<file path="config.mk">
export PLATFORM = sky130hd
export DESIGN_NAME = paillier_l_function_flat
export DESIGN_NICKNAME = d
export VERILOG_FILES = /design/src/rtl/paillier_l_function_pkg.sv /design/src/rtl/paillier_l_function_if.sv /design/src/rtl/paillier_l_function_l_div_step.sv /design/src/rtl/paillier_l_function.sv /design/src/flat_wrapper.sv
export SDC_FILE = /design/constraint.sdc
export NUM_CORES = 2
export LEC_CHECK = 0
export BUFFER_PORTS_ARGS = -buffer_cell sky130_fd_sc_hd__buf_2
export CAP_MARGIN = 15
export CORE_MARGIN = 1
export CORE_UTILIZATION = 25
export CTS_CLUSTER_SIZE = 24
export DETAILED_ROUTE_END_ITERATION = 12
export SLEW_MARGIN = 10
export SYNTH_ARGS = -nofsm -noshare
export SYNTH_HDL_FRONTEND = slang
export SYNTH_SLANG_ARGS = --single-unit
export TNS_END_PERCENT = 50
</file>
<file path="constraint.sdc">
create_clock -name clk -period 59.9 [get_ports clk]
set_input_delay 2.995 -clock clk [delete_from_list [all_inputs] [get_ports clk]]
set_output_delay 2.995 -clock clk [all_outputs]
set_load 0.05 [all_outputs]
</file>
<file path="src/rtl/paillier_l_function_pkg.sv">
// Shared types and widths for the Paillier L-function and its neighbouring
// modular-inverse stage.
package paillier_pkg;

  localparam int PAILLIER_K = 128;

  typedef enum logic [1:0] {
    IDLE = 2'd0,
    LOAD = 2'd1,
    DIV  = 2'd2,
    DONE = 2'd3
  } l_state_t;

endpackage

</file>
<file path="src/rtl/paillier_l_function_if.sv">
// Operand/result bundle for paillier_l_function.
// Optional macro PAILLIER_L_REM_CHECK_EN adds the rem_nz result flag.
interface paillier_l_function_if #(
  parameter int K = paillier_pkg::PAILLIER_K
);
  // Handshake: an operand transfers on a rising edge where valid_in and ready
  // are both 1; x and n are sampled only then. valid_out is a single-cycle
  // pulse with no back-pressure, and q/err (and rem_nz) hold until the next one.
  logic           valid_in;
  logic           ready;
  logic [2*K-1:0] x;
  logic [K-1:0]   n;
  logic [K-1:0]   q;
  logic           valid_out;
  logic           err;
`ifdef PAILLIER_L_REM_CHECK_EN
  logic           rem_nz;

  modport master (output valid_in, x, n,
                  input  ready, q, valid_out, err, rem_nz);
  modport slave  (input  valid_in, x, n,
                  output ready, q, valid_out, err, rem_nz);
`else
  modport master (output valid_in, x, n,
                  input  ready, q, valid_out, err);
  modport slave  (input  valid_in, x, n,
                  output ready, q, valid_out, err);
`endif

endinterface

</file>
<file path="src/rtl/paillier_l_function_l_div_step.sv">
// One combinational radix-2 restoring division step: shift in a dividend bit,
// conditionally subtract the divisor, emit the quotient bit.
module l_div_step #(
  parameter int K = 128
) (
  input  logic [K:0]   rem,
  input  logic         bit_in,
  input  logic [K-1:0] n,
  output logic [K:0]   rem_next,
  output logic         q_bit
);

  logic [K:0] t;
  logic       unused_rem_msb;

  // A remainder below n never uses bit K, so it is shifted out.
  assign unused_rem_msb = rem[K];
  assign t              = {rem[K-1:0], bit_in};
  assign q_bit          = (t >= {1'b0, n});
  assign rem_next       = q_bit ? (t - {1'b0, n}) : t;

endmodule

</file>
<file path="src/rtl/paillier_l_function.sv">
// Paillier L(x) = (x - 1) / n by bit-serial restoring division, K+3 cycles per op.
// Optional macro PAILLIER_L_REM_CHECK_EN reports a nonzero final remainder.
module paillier_l_function
  import paillier_pkg::*;
#(
  parameter  int K     = PAILLIER_K,
  localparam int CNT_W = $clog2(K) + 1
) (
  input  logic                   clk,
  input  logic                   rst,
  paillier_l_function_if.slave   bus,
  output l_state_t               dbg_state
);

  l_state_t       state, state_next;
  logic [2*K-1:0] x_r;
  logic [K-1:0]   n_r;
  logic [K:0]     rem_r;
  logic [K-1:0]   dlo_r;
  logic [K-1:0]   q_r;
  logic [CNT_W-1:0] cnt_r;
  logic           err_r;
  logic [K-1:0]   q_o;
  logic           err_o;
  logic           valid_o;

  logic [2*K-1:0] d;
  logic           op_err;
  logic           last_step;
  logic [K:0]     rem_next;
  logic           q_bit;
  logic [K-1:0]   q_next;

  assign d         = x_r - {{(2*K-1){1'b0}}, 1'b1};
  assign op_err    = (n_r == '0) || (x_r == '0);
  assign last_step = (cnt_r == CNT_W'(1));
  assign q_next    = (q_r << 1) | K'(q_bit);

  l_div_step #(.K(K)) u_step (
    .rem      (rem_r),
    .bit_in   (dlo_r[K-1]),
    .n        (n_r),
    .rem_next (rem_next),
    .q_bit    (q_bit)
  );

  always_ff @(posedge clk or posedge rst) begin
    if (rst) state <= IDLE;
    else     state <= state_next;
  end

  always_comb begin
    state_next = state;
    case (state)
      IDLE: if (bus.valid_in) state_next = LOAD;
      LOAD: state_next = op_err ? DONE : DIV;
      DIV:  if (last_step) state_next = DONE;
      DONE: state_next = IDLE;
      default: state_next = IDLE;
    endcase
  end

  // Result registers are loaded on the edge that enters DONE, so valid_out
  // is high exactly for the DONE cycle.
  always_ff @(posedge clk or posedge rst) begin
    if (rst) begin
      x_r     <= '0;
      n_r     <= '0;
      rem_r   <= '0;
      dlo_r   <= '0;
      q_r     <= '0;
      cnt_r   <= '0;
      err_r   <= 1'b0;
      q_o     <= '0;
      err_o   <= 1'b0;
      valid_o <= 1'b0;
    end else begin
      valid_o <= 1'b0;
      case (state)
        IDLE: begin
          if (bus.valid_in) begin
            x_r <= bus.x;
            n_r <= bus.n;
          end
        end
        LOAD: begin
          // x < n^2 keeps the upper half of x-1 below n, so it seeds the remainder.
          rem_r <= {1'b0, d[2*K-1:K]};
          dlo_r <= d[K-1:0];
          cnt_r <= CNT_W'(K);
          q_r   <= '0;
          err_r <= op_err;
          if (op_err) begin
            q_o     <= '0;
            err_o   <= 1'b1;
            valid_o <= 1'b1;
          end
        end
        DIV: begin
          rem_r <= rem_next;
          dlo_r <= dlo_r << 1;
          q_r   <= q_next;
          cnt_r <= cnt_r - CNT_W'(1);
          if (last_step) begin
            q_o     <= q_next;
            err_o   <= err_r;
            valid_o <= 1'b1;
          end
        end
        default: ;
      endcase
    end
  end

`ifdef PAILLIER_L_REM_CHECK_EN
  logic rem_nz_o;

  always_ff @(posedge clk or posedge rst) begin
    if (rst) begin
      rem_nz_o <= 1'b0;
    end else if (state == LOAD && op_err) begin
      rem_nz_o <= 1'b0;
    end else if (state == DIV && last_step) begin
      rem_nz_o <= (rem_next != '0);
    end
  end

  assign bus.rem_nz = rem_nz_o;
`endif

  assign bus.ready     = (state == IDLE);
  assign bus.q         = q_o;
  assign bus.err       = err_o;
  assign bus.valid_out = valid_o;
  assign dbg_state     = state;

endmodule

</file>
<file path="src/flat_wrapper.sv">
// flat-port wrapper written by rule: the top's interface ports become plain ports
module paillier_l_function_flat import paillier_pkg::*;
#(
  parameter  int K     = PAILLIER_K,
  localparam int CNT_W = $clog2(K) + 1
)
  (clk, rst, dbg_state, bus_valid_in, bus_x, bus_n, bus_ready, bus_q, bus_valid_out, bus_err);
  paillier_l_function_if #(.K(K)) bus_i ();
  input  logic clk;
  input  logic rst;
  output l_state_t dbg_state;
  input wire logic [$bits(bus_i.valid_in)-1:0] bus_valid_in;
  input wire logic [$bits(bus_i.x)-1:0] bus_x;
  input wire logic [$bits(bus_i.n)-1:0] bus_n;
  output wire logic [$bits(bus_i.ready)-1:0] bus_ready;
  output wire logic [$bits(bus_i.q)-1:0] bus_q;
  output wire logic [$bits(bus_i.valid_out)-1:0] bus_valid_out;
  output wire logic [$bits(bus_i.err)-1:0] bus_err;
  assign bus_i.valid_in = bus_valid_in;
  assign bus_i.x = bus_x;
  assign bus_i.n = bus_n;
  assign bus_ready = bus_i.ready;
  assign bus_q = bus_i.q;
  assign bus_valid_out = bus_i.valid_out;
  assign bus_err = bus_i.err;
  paillier_l_function #(.K(K)) u_core (.clk(clk), .rst(rst), .bus(bus_i), .dbg_state(dbg_state));
endmodule
</file>
* Yosys cells after proc, flatten, opt, wreduce, memory -nomap -nowiden *
Index checks and enable logic that the tools add are counted.

storage, ports and cells
  bits of input ports = 387
  register bits after elaboration = 908
  output and inout bits = 133
  word-level logic and storage cells = 49

operators by class
  add/sub/neg operators = 3
  eq/ne operators = 7
  order comparisons = 1
  reductions and logical operators = 8
  muxes and demuxes = 18
  bitwise operators = 1

operators with widths
  cell                                                                     number
  128-bit case mux with 2 select lines                                     3
  128-bit 2-to-1 mux                                                       3
  256-bit logical NOT                                                      1
  256-bit by 1-bit subtractor with 256-bit output, second input constant   1
  127-bit case mux with 2 select lines                                     1
  129-bit by 128-bit >= comparator with 1-bit output                       1
  128-bit logical NOT                                                      1
  128-bit by 1-bit bitwise OR with 128-bit output                          1
  128-bit subtractor                                                       1
  8-bit case mux with 2 select lines                                       1
  8-bit by 1-bit equality test with 1-bit output, second input constant    1
  2-bit case mux with 4 select lines                                       1
  8-bit by 1-bit subtractor with 8-bit output, second input constant       1
  1-bit 2-to-1 mux                                                         5
  2-bit equality test, second input constant                               2
  2-bit 2-to-1 mux                                                         2
  2-bit by 1-bit inequality test with 1-bit output, second input constant  2
  1-bit case mux with 2 select lines                                       2
  2-bit AND reduction                                                      2
  3-bit AND reduction                                                      1
  2-bit by 1-bit equality test with 1-bit output, second input constant    1
  2-bit logical NOT                                                        1
  2-bit inequality test, second input constant                             1
  2-bit nonzero test                                                       1
  1-bit logical OR                                                         1

* Longest topological paths before layout *
  word-level depth = 4
  mapped depth = 18
  mapped depth without buffers = 15

* Hierarchy *
Synthesis repeated with hierarchy kept, for this count alone.

second synthesis, totals
  cell total of the unflattened synthesis = 5174
  area, all modules = 51590.7 um^2

modules (own cells, without submodules)
  module               area each (um^2)  times used  seq. area each (um^2)  cells each
  paillier_l_function  41109.4           1           22746.8                3514
  l_div_step           10481.3           1           0.0                    1660

* Worst setup path before layout *
OpenSTA, ideal clock, no wires.

  path kind = register to register
  start = register u_core.rem_r[10]
  end = register u_core.rem_r[4]
  slack = 55.563 ns
  stages on the path, launching flop included = 18
  data arrival time = 4.216 ns
  period minus slack after synthesis = 4.337 ns
  path through = dfrtp_1 > ha_1 > clkbuf_1 > and3_1 > a2111oi_0 > or4_1 > a211oi_1 > o21bai_1 > a211oi_1 > o2111ai_1 > a211oi_1 > or2_1 > clkbuf_1 > buf_2 > buf_4 > mux2i_1 > a21oi_1 > a22o_1

on the way
  cells in the longest elaborated chain, start to end = 3

RTL lines
  what                                                RTL line                              source
  start, declared                                     paillier_l_function.sv:18             logic [K:0] rem_r;
  start signal, assigned                              paillier_l_function.sv:88             rem_r <= {1'b0, d[2*K-1:K]};
  start signal, assigned                              paillier_l_function.sv:100            rem_r <= rem_next;
  129-bit by 128-bit >= comparator with 1-bit output  paillier_l_function_l_div_step.sv:19  assign q_bit = (t >= {1'b0, n});
  128-bit 2-to-1 mux                                  paillier_l_function_l_div_step.sv:20  assign rem_next = q_bit ? (t - {1'b0, n}) : t;
  128-bit case mux with 2 select lines                paillier_l_function.sv:79             case (state)

Every way passes these cells.
A chain may end at the register's enable or synchronous reset.

* Worst setup path in the final report *
  start = register u_core.x_r[62]
  end = register u_core.q_o[47] (netlist: u_core.bus.q[47])

on the way
  cells in the longest elaborated chain, start to end = 4

RTL lines
  what                                                        RTL line                    source
  start, declared                                             paillier_l_function.sv:16   logic [2*K-1:0] x_r;
  start signal, assigned                                      paillier_l_function.sv:82   x_r <= bus.x;
  256-bit logical NOT                                         paillier_l_function.sv:35   assign op_err = (n_r == '0) || (x_r == '0);
  1-bit logical OR                                            paillier_l_function.sv:35
  2-bit by 1-bit inequality test with 1-bit output (no line)  -
  3-bit AND reduction (no line)                               -
  end signal, assigned                                        paillier_l_function.sv:105  q_o <= q_next;
  end, declared                                               paillier_l_function.sv:23   logic [K-1:0] q_o;

Every way passes these cells.

==> flow_metrics.py <==
metrics = {
    "outcome": {
        "status": "finished, final reports clean",
    },
    "sta": {
        "setup_viol": 0,
        "max_slew_margin": 0.2198,
        "final_hold_viol_count": 0,
        "clock.fmax_mhz": 148.6,
        "rsz0062_at_grt": "false",
        "skew_ns": 0.07027,
        "timing.final.ws_setup_ns": 53.17,
        "slew_viol_final": 0,
        "worst_pin_slew_ns": 1.160,
        "tns_ns": 0,
        "post-route-period-util": 0.1124,
        "final.min_clock_period_ns": 6.731,
    },
    "worst_setup_path": {
        "worstPathMaxFanout": 85,
        "arrival_ns": 7.40,
        "r2r_start": "u_core.x_r[62]$_DFFE_PP0P_",
        "critPathSlowestCell": "or3_1",
        "cp_slowest_stage_delay_ns": 0.75,
        "path_cells": "or4_1, or4b_4, or4b_1, nand4b_1, or3_1, nor4_4, nand3b_1, nand2_1, o211ai_4, buf_4, buf_4, buf_4, o31ai_1",
        "crit_path_end_kind": "flop",
        "reg2reg_slack_ns": 53.17,
        "required_ns": 60.57,
        "path_common_cell": "buf_4",
        "reg2reg_to": "u_core.bus.q[47]$_DFFE_PP0P_",
        "worstSetupPathType": "reg -> reg",
        "r2r_cells": 13,
        "cp-start-kind": "flop",
    },
    "logic_synthesis": {
        "synth-seq-area-share": 0.4378,
        "ys_async_sr_fraction": 1.000,
        "ys_types": 93,
        "yosys_register_bits": 908,
        "synth_top_flop_cell": "dfrtp_1",
        "yosys_warnings": 0,
        "postSynthCellCount": 5473,
        "netlist_area_um2": 51900,
        "syn_avg_cell_area_um2": 9.482,
        "syn_nets": 5995,
        "synth_enable_flop_cells": 0,
    },
    "layout": {
        "nets": 6377,
        "fillerInstances": 21390,
        "area_delta_synth_final_pct": 17.80,
        "drive_gt1_frac": 0.2248,
        "final_cells": 8642,
    },
    "floorplan": {
        "initial_core_util": 0.2526,
        "ioPinCount": 520,
        "core_area_um2": 205400,
        "die_y_um": 457.6,
        "rows": 166,
        "die_x_um": 457.6,
        "dieArea_um2": 209400,
    },
    "cts": {
        "clk_latency_ns": 0.81,
        "cts_buffers": 108,
        "cts_hold_buf": 0,
        "cts-root-buf": "clkbuf_16",
        "clock_sinks": 908,
        "cts_buffer_depth": 3,
        "path_clk_slew_ns": 0.06,
        "cts_tree": "done",
        "cts_max_level": 3,
        "postCtsSetupBuffers": 0,
        "postCtsResizedCells": 0,
    },
    "min_path": {
        "hold_end": "u_core.bus.q[89]$_DFFE_PP0P_",
        "hold_start": "u_core.bus.q[89]$_DFFE_PP0P_",
        "hold_class": "reg -> reg",
        "hold_depth": 2,
    },
    "global_route": {
        "grt.overflow.total": 0,
        "grt_pass1_wl_mm": 279.5,
        "grt_max_degree": 146,
        "grt_pass1_vias": 43150,
        "gr-usage-all-layers": 0.1759,
        "antenna_found_initial": 40,
    },
    "place": {
        "place_congestion": 0.9655,
        "place_ws_ns": 52.44,
        "place_inst": 8433,
        "dp_hpwl_mm": 143.7,
        "io_buffers": 519,
    },
    "job": {
        "maxCapViolations": 0,
    },
    "drt": {
        "first_pass_iters": 8,
        "first_iter_violations": 3589,
        "wl_mm": 188.9,
        "vias": 43740,
        "routedWlPerCell_um": 21.85,
        "antenna_left": 0,
        "drt-vias-per-instance": 5.061,
        "drc": 0,
    },
    "pwr": {
        "p_leak_nw": 26.12,
        "power.density_nw_per_um2": 66.20,
        "vdd_drop_max_uv": 50.46,
    },
}
[power breakdown]
| group | internal (W) | switching, W |
|---|---|---|
| registers | 0.000852 | 0.000278 |
| clock network | 0.000406 | 0.000297 |
| logic | 0.000877 | 0.00134 |
[layout make-up]
| class | instances | area [µm²] | share of cell area |
|---|---|---|---|
| Antenna cell | 7 | 17.52 | 0.0002865 |
| Clock buffer | 152 | 3078 | 0.05035 |
| Clock inverter | 50 | 709.4 | 0.01160 |
| Inverter | 341 | 1297 | 0.02122 |
| Multi-Input combinational cell | 3906 | 26770 | 0.4378 |
| Sequential cell | 908 | 22720 | 0.3717 |
| Tap cell | 2688 | 3363 | 0.05501 |
| Timing Repair Buffer | 590 | 3181 | 0.05203 |
[critical path: cells and delay by family (launching register included)]
family                 cells  cell delay [ns]
DFF                        1             0.43
buffers and inverters      3             1.37
AOI/OAI and AO/OA          2             0.57
and+or+nand+nor            8             4.09
[stage by stage]
step                total power [W]  instance area (µm²)    util  hold slack [ns]
floorplan                  0.002670                51900       -           0.4515
global placement           0.003289                57320  0.2791           0.4569
detailed placement         0.003322                57330  0.2791           0.4609
CTS                        0.004050                61120  0.2975           0.4749
global route               0.004313                61120  0.2976           0.4836
finish                     0.004047                61130  0.2976           0.4696
[worst max path at each step]
stage,start,to,slack (ns),cells after the start
after floorplan,rst,u_core.bus.err$_DFFE_PP0P_,31.38,1
after global placement,rst,u_core.n_r[125]$_DFFE_PP0P_,52.53,6
after detailed placement,rst,u_core.x_r[235]$_DFFE_PP0P_,52.44,6
after CTS,u_core.x_r[62]$_DFFE_PP0P_,u_core.bus.q[48]$_DFFE_PP0P_,53.05,13
after global routing,u_core.x_r[62]$_DFFE_PP0P_,u_core.bus.q[58]$_DFFE_PP0P_,52.74,13
final,u_core.x_r[62]$_DFFE_PP0P_,u_core.bus.q[47]$_DFFE_PP0P_,53.17,13
[state kept, by name, summed over array words and instances (netlist names)]
| signal | count |
|---|---|
| u_core.bus.err | 1 |
| u_core.x_r | 256 |
| u_core.cnt_r | 8 |
| u_core.rem_r | 128 |
| u_core.n_r | 128 |
| u_core.bus.valid_out | 1 |
| u_core.dbg_state | 2 |
| u_core.dlo_r | 128 |
| u_core.bus.q | 128 |
| u_core.err_r | 1 |
| u_core.q_r | 127 |
[cell usage after synthesis (12+ instances only)]
cell type | n | area share
xnor2_1 | 205 | 0.035
o31ai_1 | 144 | 0.021
nand4_1 | 86 | 0.010
buf_2 | 17 | 0.0016
o21ai_0 | 398 | 0.038
or4_1 | 50 | 0.0072
xor2_1 | 148 | 0.025
and2_1 | 12 | 0.0014
o22ai_1 | 30 | 0.0036
a211oi_1 | 65 | 0.0094
inv_1 | 339 | 0.025
or2_2 | 15 | 0.0018
a21o_1 | 103 | 0.015
a31oi_1 | 32 | 0.0039
o211ai_1 | 16 | 0.0023
nand3_1 | 192 | 0.019
o21bai_1 | 43 | 0.0062
o221ai_1 | 12 | 0.0020
clkbuf_1 | 287 | 0.021
mux2i_1 | 47 | 0.0091
or3_1 | 57 | 0.0069
nor4_1 | 110 | 0.013
a21oi_1 | 271 | 0.026
a221o_1 | 14 | 0.0027
and3_1 | 17 | 0.0020
nor2b_1 | 21 | 0.0025
mux2_2 | 507 | 0.11
dfrtp_1 | 908 | 0.44
nand2b_1 | 21 | 0.0025
nand2_1 | 518 | 0.037
ha_1 | 134 | 0.032
o21ai_1 | 29 | 0.0028
nor3_1 | 112 | 0.011
nor2_1 | 319 | 0.023
[cells by family (layout without fill, tap and decap cells)]
logic type	Yosys count	after routing	share of synthesized area
AND/OR/NAND/NOR	1596	1596	0.1501
AO/OA/AOI/OAI	1265	1265	0.1517
flip-flops	908	908	0.4378
buffers and inverters	659	1133	0.04836
multiplexers	557	557	0.1197
XOR/XNOR	353	353	0.05957
adder cells (fa/ha/maj)	135	135	0.03269
other	0	7	0
[layout by cell type, fill, tap and decap left out, types with 11 or more instances in the layout]
| master | synthesis | layout |
|---|---|---|
| nand3_1 | 192 | 192 |
| a21o_1 | 103 | 103 |
| nand2b_1 | 21 | 21 |
| o22ai_1 | 30 | 30 |
| a211oi_1 | 65 | 64 |
| xor2_1 | 148 | 148 |
| o21bai_1 | 43 | 43 |
| nor4_1 | 110 | 106 |
| ha_1 | 134 | 132 |
| a221oi_1 | 11 | 11 |
| inv_1 | 339 | 338 |
| o21ai_1 | 29 | 29 |
| buf_2 | 17 | 519 |
| nor2b_1 | 21 | 21 |
| mux2i_1 | 47 | 47 |
| nand2_1 | 518 | 517 |
| clkbuf_8 | 0 | 21 |
| dfrtp_1 | 908 | 908 |
| o31ai_1 | 144 | 144 |
| xnor2_1 | 205 | 205 |
| o221ai_1 | 12 | 12 |
| or2_2 | 15 | 15 |
| clkbuf_1 | 287 | 23 |
| a221o_1 | 14 | 14 |
| clkinvlp_4 | 0 | 11 |
| a31oi_1 | 32 | 32 |
| nand4_1 | 86 | 86 |
| nor2_1 | 319 | 315 |
| nor3_1 | 112 | 111 |
| or3_1 | 57 | 57 |
| and3_1 | 17 | 17 |
| or4_1 | 50 | 50 |
| and2_1 | 12 | 12 |
| mux2_2 | 507 | 507 |
| o21ai_0 | 398 | 398 |
| o211ai_1 | 16 | 16 |
| clkbuf_16 | 0 | 108 |
| a21oi_1 | 271 | 271 |
| buf_4 | 2 | 67 |
[routing by layer]
layer,track usage,up-vias,part of all wire
li1,-,20330,-
met1,0.2096,21540,0.40
met2,0.2938,1403,0.47
met3,0.03030,435,0.056
met4,0.1096,22,0.069
met5,0,-,0.00084
(Power assumes the default switching activity.)
